### src/rtl/tft_timing_gen_if.sv
// ---------------------------------------------------------------------------
// tft_timing_gen_if
// Purpose : bundles the run-control input and all timing/power outputs of the
//           TFT timing generator so that they pass between blocks as one port.
// Signals : enable        run request (1 = power up and run, 0 = orderly stop)
//           tft_vdd       panel supply enable
//           tft_display   panel DISP enable
//           tft_hsync     horizontal sync, active low
//           tft_vsync     vertical sync, active low
//           tft_data_ena  active-area flag
//           x, y          current pixel position
//           new_line      1-cycle strobe at x==0
//           new_frame     1-cycle strobe at x==0 && y==0
//           frame_count   completed-frame count
//           pwr_ready     panel powered and scanning
// Modports: master = timing generator, slave = consumer (ScreenMux, pixel src).
// ---------------------------------------------------------------------------
interface tft_timing_gen_if #(
    parameter int X_W    = 10,
    parameter int Y_W    = 9,
    parameter int FCNT_W = 8
);
    logic              enable;
    logic              tft_vdd;
    logic              tft_display;
    logic              tft_hsync;
    logic              tft_vsync;
    logic              tft_data_ena;
    logic [X_W-1:0]    x;
    logic [Y_W-1:0]    y;
    logic              new_line;
    logic              new_frame;
    logic [FCNT_W-1:0] frame_count;
    logic              pwr_ready;

    modport master (
        input  enable,
        output tft_vdd, tft_display, tft_hsync, tft_vsync, tft_data_ena,
        output x, y, new_line, new_frame, frame_count, pwr_ready
    );

    modport slave (
        output enable,
        input  tft_vdd, tft_display, tft_hsync, tft_vsync, tft_data_ena,
        input  x, y, new_line, new_frame, frame_count, pwr_ready
    );
endinterface

### src/rtl/tft_timing_gen.sv
// ---------------------------------------------------------------------------
// tft_timing_gen
// Purpose : parametrised TFT panel timing generator with panel power
//           sequencing. Produces x/y counters, DE, active-low HSYNC/VSYNC,
//           line/frame strobes and a wrapping frame counter.
// Ports   : tft_clk  pixel clock (only clock)
//           rstb     synchronous reset, active high
//           tft      tft_timing_gen_if.master (enable in, all timing out)
// Power sequence: OFF -> VDD_UP (PWR_DLY cycles) -> RUN -> (enable low, end of
//           frame) -> VDD_DN (PWR_DLY cycles) -> OFF.
// ---------------------------------------------------------------------------
module tft_timing_gen #(
    parameter int H_ACTIVE = 480,
    parameter int H_FP     = 2,
    parameter int H_SYNC   = 41,
    parameter int H_BP     = 2,
    parameter int V_ACTIVE = 272,
    parameter int V_FP     = 2,
    parameter int V_SYNC   = 10,
    parameter int V_BP     = 2,
    parameter int X_W      = 10,
    parameter int Y_W      = 9,
    parameter int PWR_DLY  = 1024,
    parameter int FCNT_W   = 8
) (
    input  logic              tft_clk,
    input  logic              rstb,
    tft_timing_gen_if.master  tft
);
    localparam int H_TOTAL = H_ACTIVE + H_FP + H_SYNC + H_BP;
    localparam int V_TOTAL = V_ACTIVE + V_FP + V_SYNC + V_BP;
    localparam int DLY_W   = $clog2(PWR_DLY + 1);

    // Sized decode constants. Sync windows use an inclusive last position so
    // that a zero back porch never needs a value of H_TOTAL/V_TOTAL.
    localparam logic [X_W-1:0]   X_LAST   = X_W'(H_TOTAL - 1);
    localparam logic [Y_W-1:0]   Y_LAST   = Y_W'(V_TOTAL - 1);
    localparam logic [X_W-1:0]   X_ACT    = X_W'(H_ACTIVE);
    localparam logic [Y_W-1:0]   Y_ACT    = Y_W'(V_ACTIVE);
    localparam logic [X_W-1:0]   HS_FIRST = X_W'(H_ACTIVE + H_FP);
    localparam logic [X_W-1:0]   HS_LAST  = X_W'(H_ACTIVE + H_FP + H_SYNC - 1);
    localparam logic [Y_W-1:0]   VS_FIRST = Y_W'(V_ACTIVE + V_FP);
    localparam logic [Y_W-1:0]   VS_LAST  = Y_W'(V_ACTIVE + V_FP + V_SYNC - 1);
    localparam logic [DLY_W-1:0] DLY_LAST = DLY_W'(PWR_DLY - 1);

    typedef enum logic [1:0] {
        ST_OFF,
        ST_VDD_UP,
        ST_RUN,
        ST_VDD_DN
    } state_t;

    state_t            state_q, state_d;
    logic [DLY_W-1:0]  dly_q, dly_d;
    logic              stop_q, stop_d;
    logic [X_W-1:0]    x_q, x_d;
    logic [Y_W-1:0]    y_q, y_d;

    logic              vdd_q, disp_q, rdy_q;
    logic              hsync_q, vsync_q, de_q;
    logic              nl_q, nf_q;
    logic [FCNT_W-1:0] fcnt_q, fcnt_d;

    logic              run_d;
    logic              de_d, hsync_d, vsync_d, nl_d, nf_d;

    // Next-state and next-position logic.
    always_comb begin
        state_d = state_q;
        dly_d   = dly_q;
        stop_d  = stop_q;
        x_d     = '0;
        y_d     = '0;
        unique case (state_q)
            ST_OFF: begin
                stop_d = 1'b0;
                if (tft.enable) begin
                    state_d = ST_VDD_UP;
                    dly_d   = '0;
                end
            end
            ST_VDD_UP: begin
                if (!tft.enable) begin
                    state_d = ST_VDD_DN;
                    dly_d   = '0;
                end else if (dly_q == DLY_LAST) begin
                    state_d = ST_RUN;
                    dly_d   = '0;
                end else begin
                    dly_d = dly_q + 1'b1;
                end
            end
            ST_RUN: begin
                // A stop request is remembered so a brief low on enable
                // still results in a clean shutdown at the end of the frame.
                stop_d = stop_q | ~tft.enable;
                if (stop_d && x_q == X_LAST && y_q == Y_LAST) begin
                    state_d = ST_VDD_DN;
                    dly_d   = '0;
                    stop_d  = 1'b0;
                end else if (x_q == X_LAST) begin
                    x_d = '0;
                    y_d = (y_q == Y_LAST) ? '0 : y_q + 1'b1;
                end else begin
                    x_d = x_q + 1'b1;
                    y_d = y_q;
                end
            end
            ST_VDD_DN: begin
                if (dly_q == DLY_LAST) begin
                    state_d = ST_OFF;
                    dly_d   = '0;
                end else begin
                    dly_d = dly_q + 1'b1;
                end
            end
            default: begin
                state_d = ST_OFF;
                dly_d   = '0;
            end
        endcase
    end

    // Output decode from the next position so every registered flag lines up
    // with the x/y value registered on the same edge.
    always_comb begin
        run_d   = (state_d == ST_RUN);
        de_d    = run_d && (x_d < X_ACT) && (y_d < Y_ACT);
        hsync_d = !(run_d && (x_d >= HS_FIRST) && (x_d <= HS_LAST));
        vsync_d = !(run_d && (y_d >= VS_FIRST) && (y_d <= VS_LAST));
        nl_d    = run_d && (x_d == '0);
        nf_d    = nl_d && (y_d == '0);
        fcnt_d  = fcnt_q;
        // The frame strobe that opens a RUN period marks no completed frame.
        if (nf_d && state_q == ST_RUN) begin
            fcnt_d = fcnt_q + 1'b1;
        end
    end

    always_ff @(posedge tft_clk) begin
        if (rstb) begin
            state_q <= ST_OFF;
            dly_q   <= '0;
            stop_q  <= 1'b0;
            x_q     <= '0;
            y_q     <= '0;
            vdd_q   <= 1'b0;
            disp_q  <= 1'b0;
            rdy_q   <= 1'b0;
            hsync_q <= 1'b1;
            vsync_q <= 1'b1;
            de_q    <= 1'b0;
            nl_q    <= 1'b0;
            nf_q    <= 1'b0;
            fcnt_q  <= '0;
        end else begin
            state_q <= state_d;
            dly_q   <= dly_d;
            stop_q  <= stop_d;
            x_q     <= x_d;
            y_q     <= y_d;
            vdd_q   <= (state_d != ST_OFF);
            disp_q  <= run_d;
            rdy_q   <= run_d;
            hsync_q <= hsync_d;
            vsync_q <= vsync_d;
            de_q    <= de_d;
            nl_q    <= nl_d;
            nf_q    <= nf_d;
            fcnt_q  <= fcnt_d;
        end
    end

    assign tft.tft_vdd      = vdd_q;
    assign tft.tft_display  = disp_q;
    assign tft.pwr_ready    = rdy_q;
    assign tft.tft_hsync    = hsync_q;
    assign tft.tft_vsync    = vsync_q;
    assign tft.tft_data_ena = de_q;
    assign tft.x            = x_q;
    assign tft.y            = y_q;
    assign tft.new_line     = nl_q;
    assign tft.new_frame    = nf_q;
    assign tft.frame_count  = fcnt_q;
endmodule
### src/flat_wrapper.sv
// flat-port wrapper written by rule: the top's interface ports become plain ports
module tft_timing_gen_flat 
#(
    parameter int H_ACTIVE = 480,
    parameter int H_FP     = 2,
    parameter int H_SYNC   = 41,
    parameter int H_BP     = 2,
    parameter int V_ACTIVE = 272,
    parameter int V_FP     = 2,
    parameter int V_SYNC   = 10,
    parameter int V_BP     = 2,
    parameter int X_W      = 10,
    parameter int Y_W      = 9,
    parameter int PWR_DLY  = 1024,
    parameter int FCNT_W   = 8
)
  (tft_clk, rstb, tft_enable, tft_tft_vdd, tft_tft_display, tft_tft_hsync, tft_tft_vsync, tft_tft_data_ena, tft_x, tft_y, tft_new_line, tft_new_frame, tft_frame_count, tft_pwr_ready);
  tft_timing_gen_if #(.X_W(X_W), .Y_W(Y_W), .FCNT_W(FCNT_W)) tft_i ();
  input  logic tft_clk;
  input  logic rstb;
  input wire logic [$bits(tft_i.enable)-1:0] tft_enable;
  output wire logic [$bits(tft_i.tft_vdd)-1:0] tft_tft_vdd;
  output wire logic [$bits(tft_i.tft_display)-1:0] tft_tft_display;
  output wire logic [$bits(tft_i.tft_hsync)-1:0] tft_tft_hsync;
  output wire logic [$bits(tft_i.tft_vsync)-1:0] tft_tft_vsync;
  output wire logic [$bits(tft_i.tft_data_ena)-1:0] tft_tft_data_ena;
  output wire logic [$bits(tft_i.x)-1:0] tft_x;
  output wire logic [$bits(tft_i.y)-1:0] tft_y;
  output wire logic [$bits(tft_i.new_line)-1:0] tft_new_line;
  output wire logic [$bits(tft_i.new_frame)-1:0] tft_new_frame;
  output wire logic [$bits(tft_i.frame_count)-1:0] tft_frame_count;
  output wire logic [$bits(tft_i.pwr_ready)-1:0] tft_pwr_ready;
  assign tft_i.enable = tft_enable;
  assign tft_tft_vdd = tft_i.tft_vdd;
  assign tft_tft_display = tft_i.tft_display;
  assign tft_tft_hsync = tft_i.tft_hsync;
  assign tft_tft_vsync = tft_i.tft_vsync;
  assign tft_tft_data_ena = tft_i.tft_data_ena;
  assign tft_x = tft_i.x;
  assign tft_y = tft_i.y;
  assign tft_new_line = tft_i.new_line;
  assign tft_new_frame = tft_i.new_frame;
  assign tft_frame_count = tft_i.frame_count;
  assign tft_pwr_ready = tft_i.pwr_ready;
  tft_timing_gen #(.H_ACTIVE(H_ACTIVE), .H_FP(H_FP), .H_SYNC(H_SYNC), .H_BP(H_BP), .V_ACTIVE(V_ACTIVE), .V_FP(V_FP), .V_SYNC(V_SYNC), .V_BP(V_BP), .X_W(X_W), .Y_W(Y_W), .PWR_DLY(PWR_DLY), .FCNT_W(FCNT_W)) u_core (.tft_clk(tft_clk), .rstb(rstb), .tft(tft_i));
endmodule
### config.mk
export PLATFORM = sky130hd
export DESIGN_NAME = tft_timing_gen_flat
export DESIGN_NICKNAME = d
export VERILOG_FILES = /design/src/rtl/tft_timing_gen_if.sv /design/src/rtl/tft_timing_gen.sv /design/src/flat_wrapper.sv
export SDC_FILE = /design/constraint.sdc
export NUM_CORES = 1
export LEC_CHECK = 0
export CORE_MARGIN = 4
export CORE_UTILIZATION = 49
export CTS_BUF_LIST = sky130_fd_sc_hd__clkbuf_4
export CTS_CLUSTER_DIAMETER = 40
export DETAILED_ROUTE_END_ITERATION = 8
export PLACE_DENSITY = 0.76
export REMOVE_ABC_BUFFERS = 1
export SLEW_MARGIN = 20
export SYNTH_ARGS = -nofsm -noshare
export SYNTH_HDL_FRONTEND = slang
export SYNTH_SLANG_ARGS = --single-unit
### constraint.sdc
create_clock -name tft_clk -period 4.89 [get_ports tft_clk]
set_input_delay 0.978 -clock tft_clk [delete_from_list [all_inputs] [get_ports tft_clk]]
set_output_delay 0.978 -clock tft_clk [all_outputs]
set_load 0.03 [all_outputs]
==> flow_metrics.py <==
metrics = {
    "logic_synthesis": {
        "postSynthAreaPerCell_sq_um": 8.37,
        "ys_types": 59,
        "yosysSeqAreaShare_pct": 35.8,
        "synthCells": 321,
        "synth_edf_count": 0,
        "yosysWarnings": 0,
        "netlist_area_sq_mm": 0.00269,
        "synthFlopType": "dfxtp_1",
        "async_flop_share_pct": 0,
        "ys_seq_elements": 48,
    },
    "global_routing": {
        "grt_pass1_wl_mm": 9.68,
        "grt_max_degree": 19,
        "grt_overflow": 0,
        "grt_pass1_vias": 2181,
        "grt_use_total_pct": 18.0,
        "antenna_found_initial": 0,
    },
    "cells_and_area": {
        "fill_cells": 483,
        "final_layout_size_suffix_gt1_share_pct": 7.16,
        "diodes": 0,
        "nets": 357,
        "multiInputGateArea_sq_mm": 0.00158,
        "areaGrowthSynthToFinish_pct": 16.8,
        "stdcell_count": 419,
        "regArea_sq_um": 961,
    },
    "floorplanning": {
        "die_y_um": 82.1,
        "die_area_sq_mm": 0.00673,
        "die_w_um": 82.1,
        "initial_core_util_pct": 51.6,
        "io_pins": 38,
        "core_sq_mm": 0.00520,
        "fp-row-count": 26,
    },
    "power": {
        "sw_frac_of_total_pct": 25.2,
        "p_int_mw": 0.526,
        "p_clk_share_pct": 34.2,
        "netSwitchingPower_mw": 0.177,
        "ir_drop_mv": 0.134,
        "powerDensity_mw_per_mm2": 224,
        "p_comb_share_pct": 8.2,
        "pwr-share-seq_pct": 57.5,
        "p_total_mw": 0.703,
        "p_leak_nw": 1.05,
    },
    "drt": {
        "dr.pass1.iters": 4,
        "viasPerCell": 5.59,
        "wl_per_cell_um": 13.7,
        "num_vias": 2343,
        "first_iter_violations": 116,
        "wl_mm": 5.74,
        "ant_nets": 0,
        "drc": 0,
    },
    "cts": {
        "numCtsBuffers": 5,
        "clock-sinks": 48,
        "cts-root-buf": "clkbuf_4",
        "cts_setup_buffers": 0,
        "clk_pin_slew_ns": 0.14,
        "clock_latency_ns": 0.37,
        "cts_tree": "built",
        "hold_buffers": 0,
        "h-tree-depth": 2,
        "clockBufferDepth": 2,
        "cts_resized": 0,
    },
    "timing": {
        "totalNegativeSetupSlack_ns": 0,
        "worstMarginPinSlew_ns": 0.676,
        "rsz0062_at_grt": "no",
        "fin_skew_ns": 0.00822,
        "period_share_pct": 66.4,
        "finalSetupViolations": 0,
        "slew_headroom_pct": 54.8,
        "timing.final.max_slew_violations": 0,
        "max_freq_mhz": 308,
        "finalHoldViolCount": 0,
        "whs_ns": 0.477,
        "final.setup.worst_slack_ns": 1.65,
        "min_period_ns": 3.24,
    },
    "setup_path": {
        "start_kind": "flop",
        "timing.reg2reg.setup_slack_ns": 1.65,
        "worstPathArrival_ns": 3.52,
        "critPathMaxFanout": 16,
        "crit_path_end_kind": "flop",
        "r2r_cells": 7,
        "critPathKind": "flop to flop",
        "required_ns": 5.17,
    },
    "placement": {
        "gp_congestion": 0.892,
        "io_buffers": 37,
        "pre_cts_ws_ns": 1.48,
        "hpwl_mm": 4.19,
        "dp.cells": 411,
    },
    "status": {
        "status": "complete, no violations",
    },
    "run": {
        "drv_cap": 0,
    },
    "worst_hold_path": {
        "worstHoldPathCells": 2,
        "hold_path_class": "flop to flop",
    },
}
-- routing by layer --
layer	wire, um	vias up	global-route usage [%]
met5	0	-	0
met4	96	0	6.64
met3	232	10	3.40
met2	2680	45	30.1
met1	2720	1091	22.8
li1	-	1197	-
-- metrics by stage --
step | cell area [sq um] | utilization [%]
2_1_floorplan | 2590 | -
3_3_place_gp | 3060 | 58.8
3_5_place_dp | 3060 | 58.8
4_1_cts | 3140 | 60.3
5_1_grt | 3140 | 60.3
6_report | 3140 | 60.3
-- power groups by stage --
| stage | clock, mW | sequential [mW] | combinational [mW] |
|---|---|---|---|
| floorplan | 0 | 0.420 | 0.0274 |
| global placement | 0 | 0.412 | 0.0571 |
| detailed placement | 0 | 0.413 | 0.0580 |
| CTS | 0.245 | 0.404 | 0.0583 |
| global route | 0.259 | 0.406 | 0.0636 |
| finish | 0.241 | 0.404 | 0.0580 |
-- registers in the layout, indices dropped and copies added (netlist names), 2 cells and up --
register	cells
u_core.dly_q	11
u_core.tft.x	10
u_core.tft.y	9
u_core.tft.frame_count	8
u_core.state_q	2
-- cell type report --
class | count | share of cell area, %
multi-input combinational | 243 | 50.5
clock buffer | 5 | 1.20
timing repair buffer | 39 | 12.3
inverter | 11 | 1.32
clock inverter | 3 | 1.36
sequential | 48 | 30.6
tap | 70 | 2.79
-- cells in the final DEF, fill, tap and decap left out, types with 3 or more instances in the layout --
cell type and instances:
o31ai_1 3, a31oi_1 7, a21oi_1 10, nor2b_1 9, and3_1 6, ha_1 6
and2_1 4, dfxtp_1 48, nor3_1 18, nand3_1 11, nor2_1 42, mux2_1 3
inv_1 11, and4_1 5, nand4_1 11, or3_1 7, mux2_2 3, xnor2_1 13
clkdlybuf4s50_1 37, xor2_1 12, nand2_1 18, o21ai_0 7, clkbuf_4 5, nand2b_1 5
-- path summary, 6_finish.rpt --
path	end	start
worst max-delay path	u_core.tft.frame_count[7]	u_core.tft.x[3]
worst min-delay path	u_core.dly_q[10]	u_core.dly_q[10]
worst min register to register	u_core.dly_q[10]	u_core.dly_q[10]
worst max register to register	u_core.tft.frame_count[7]	u_core.tft.x[3]
-- cells by family (layout without fill, tap and decap cells) --
kind of cell / Yosys count / in the layout / share of synthesized area (%)
flops: 48 / 48 / 35.8
simple gates: 155 / 155 / 32.3
fa+ha+maj: 6 / 6 / 2.79
buf+inv: 30 / 58 / 5.31
xor+xnor: 25 / 25 / 8.15
mux: 8 / 8 / 3.26
compound gates: 49 / 49 / 12.4
-- synth_stat cells, types with 3 or more instances --
cell | count | share of area [%]
xnor2_1 | 13 | 4.2
dfxtp_1 | 48 | 36
ha_1 | 6 | 2.8
nor3_1 | 18 | 3.4
or3_1 | 7 | 1.6
nand2_1 | 18 | 2.5
nand2b_1 | 5 | 1.2
mux2_2 | 3 | 1.3
o21ai_0 | 7 | 1.3
buf_6 | 3 | 1.3
a31oi_1 | 7 | 1.6
xor2_1 | 12 | 3.9
nand3_1 | 11 | 2.0
inv_1 | 11 | 1.5
o31ai_1 | 3 | 0.84
clkbuf_1 | 12 | 1.7
and3_1 | 6 | 1.4
and4_1 | 5 | 1.6
a21oi_1 | 10 | 1.9
mux2_1 | 3 | 1.3
buf_2 | 3 | 0.56
and2_1 | 4 | 0.93
nand4_1 | 11 | 2.6
nor2_1 | 42 | 5.9
nor2b_1 | 9 | 2.1
-- worst max-delay path, cell delays in order (launching register included) --
cell and delay, ns:
dfxtp_1 0.70, nand4bb_1 0.23, nor3_1 0.59, and3_1 0.28
a31oi_1 0.08, or4_4 0.65, nor4_4 0.28, mux2_1 0.34
Power figures use the tool's default switching activity.
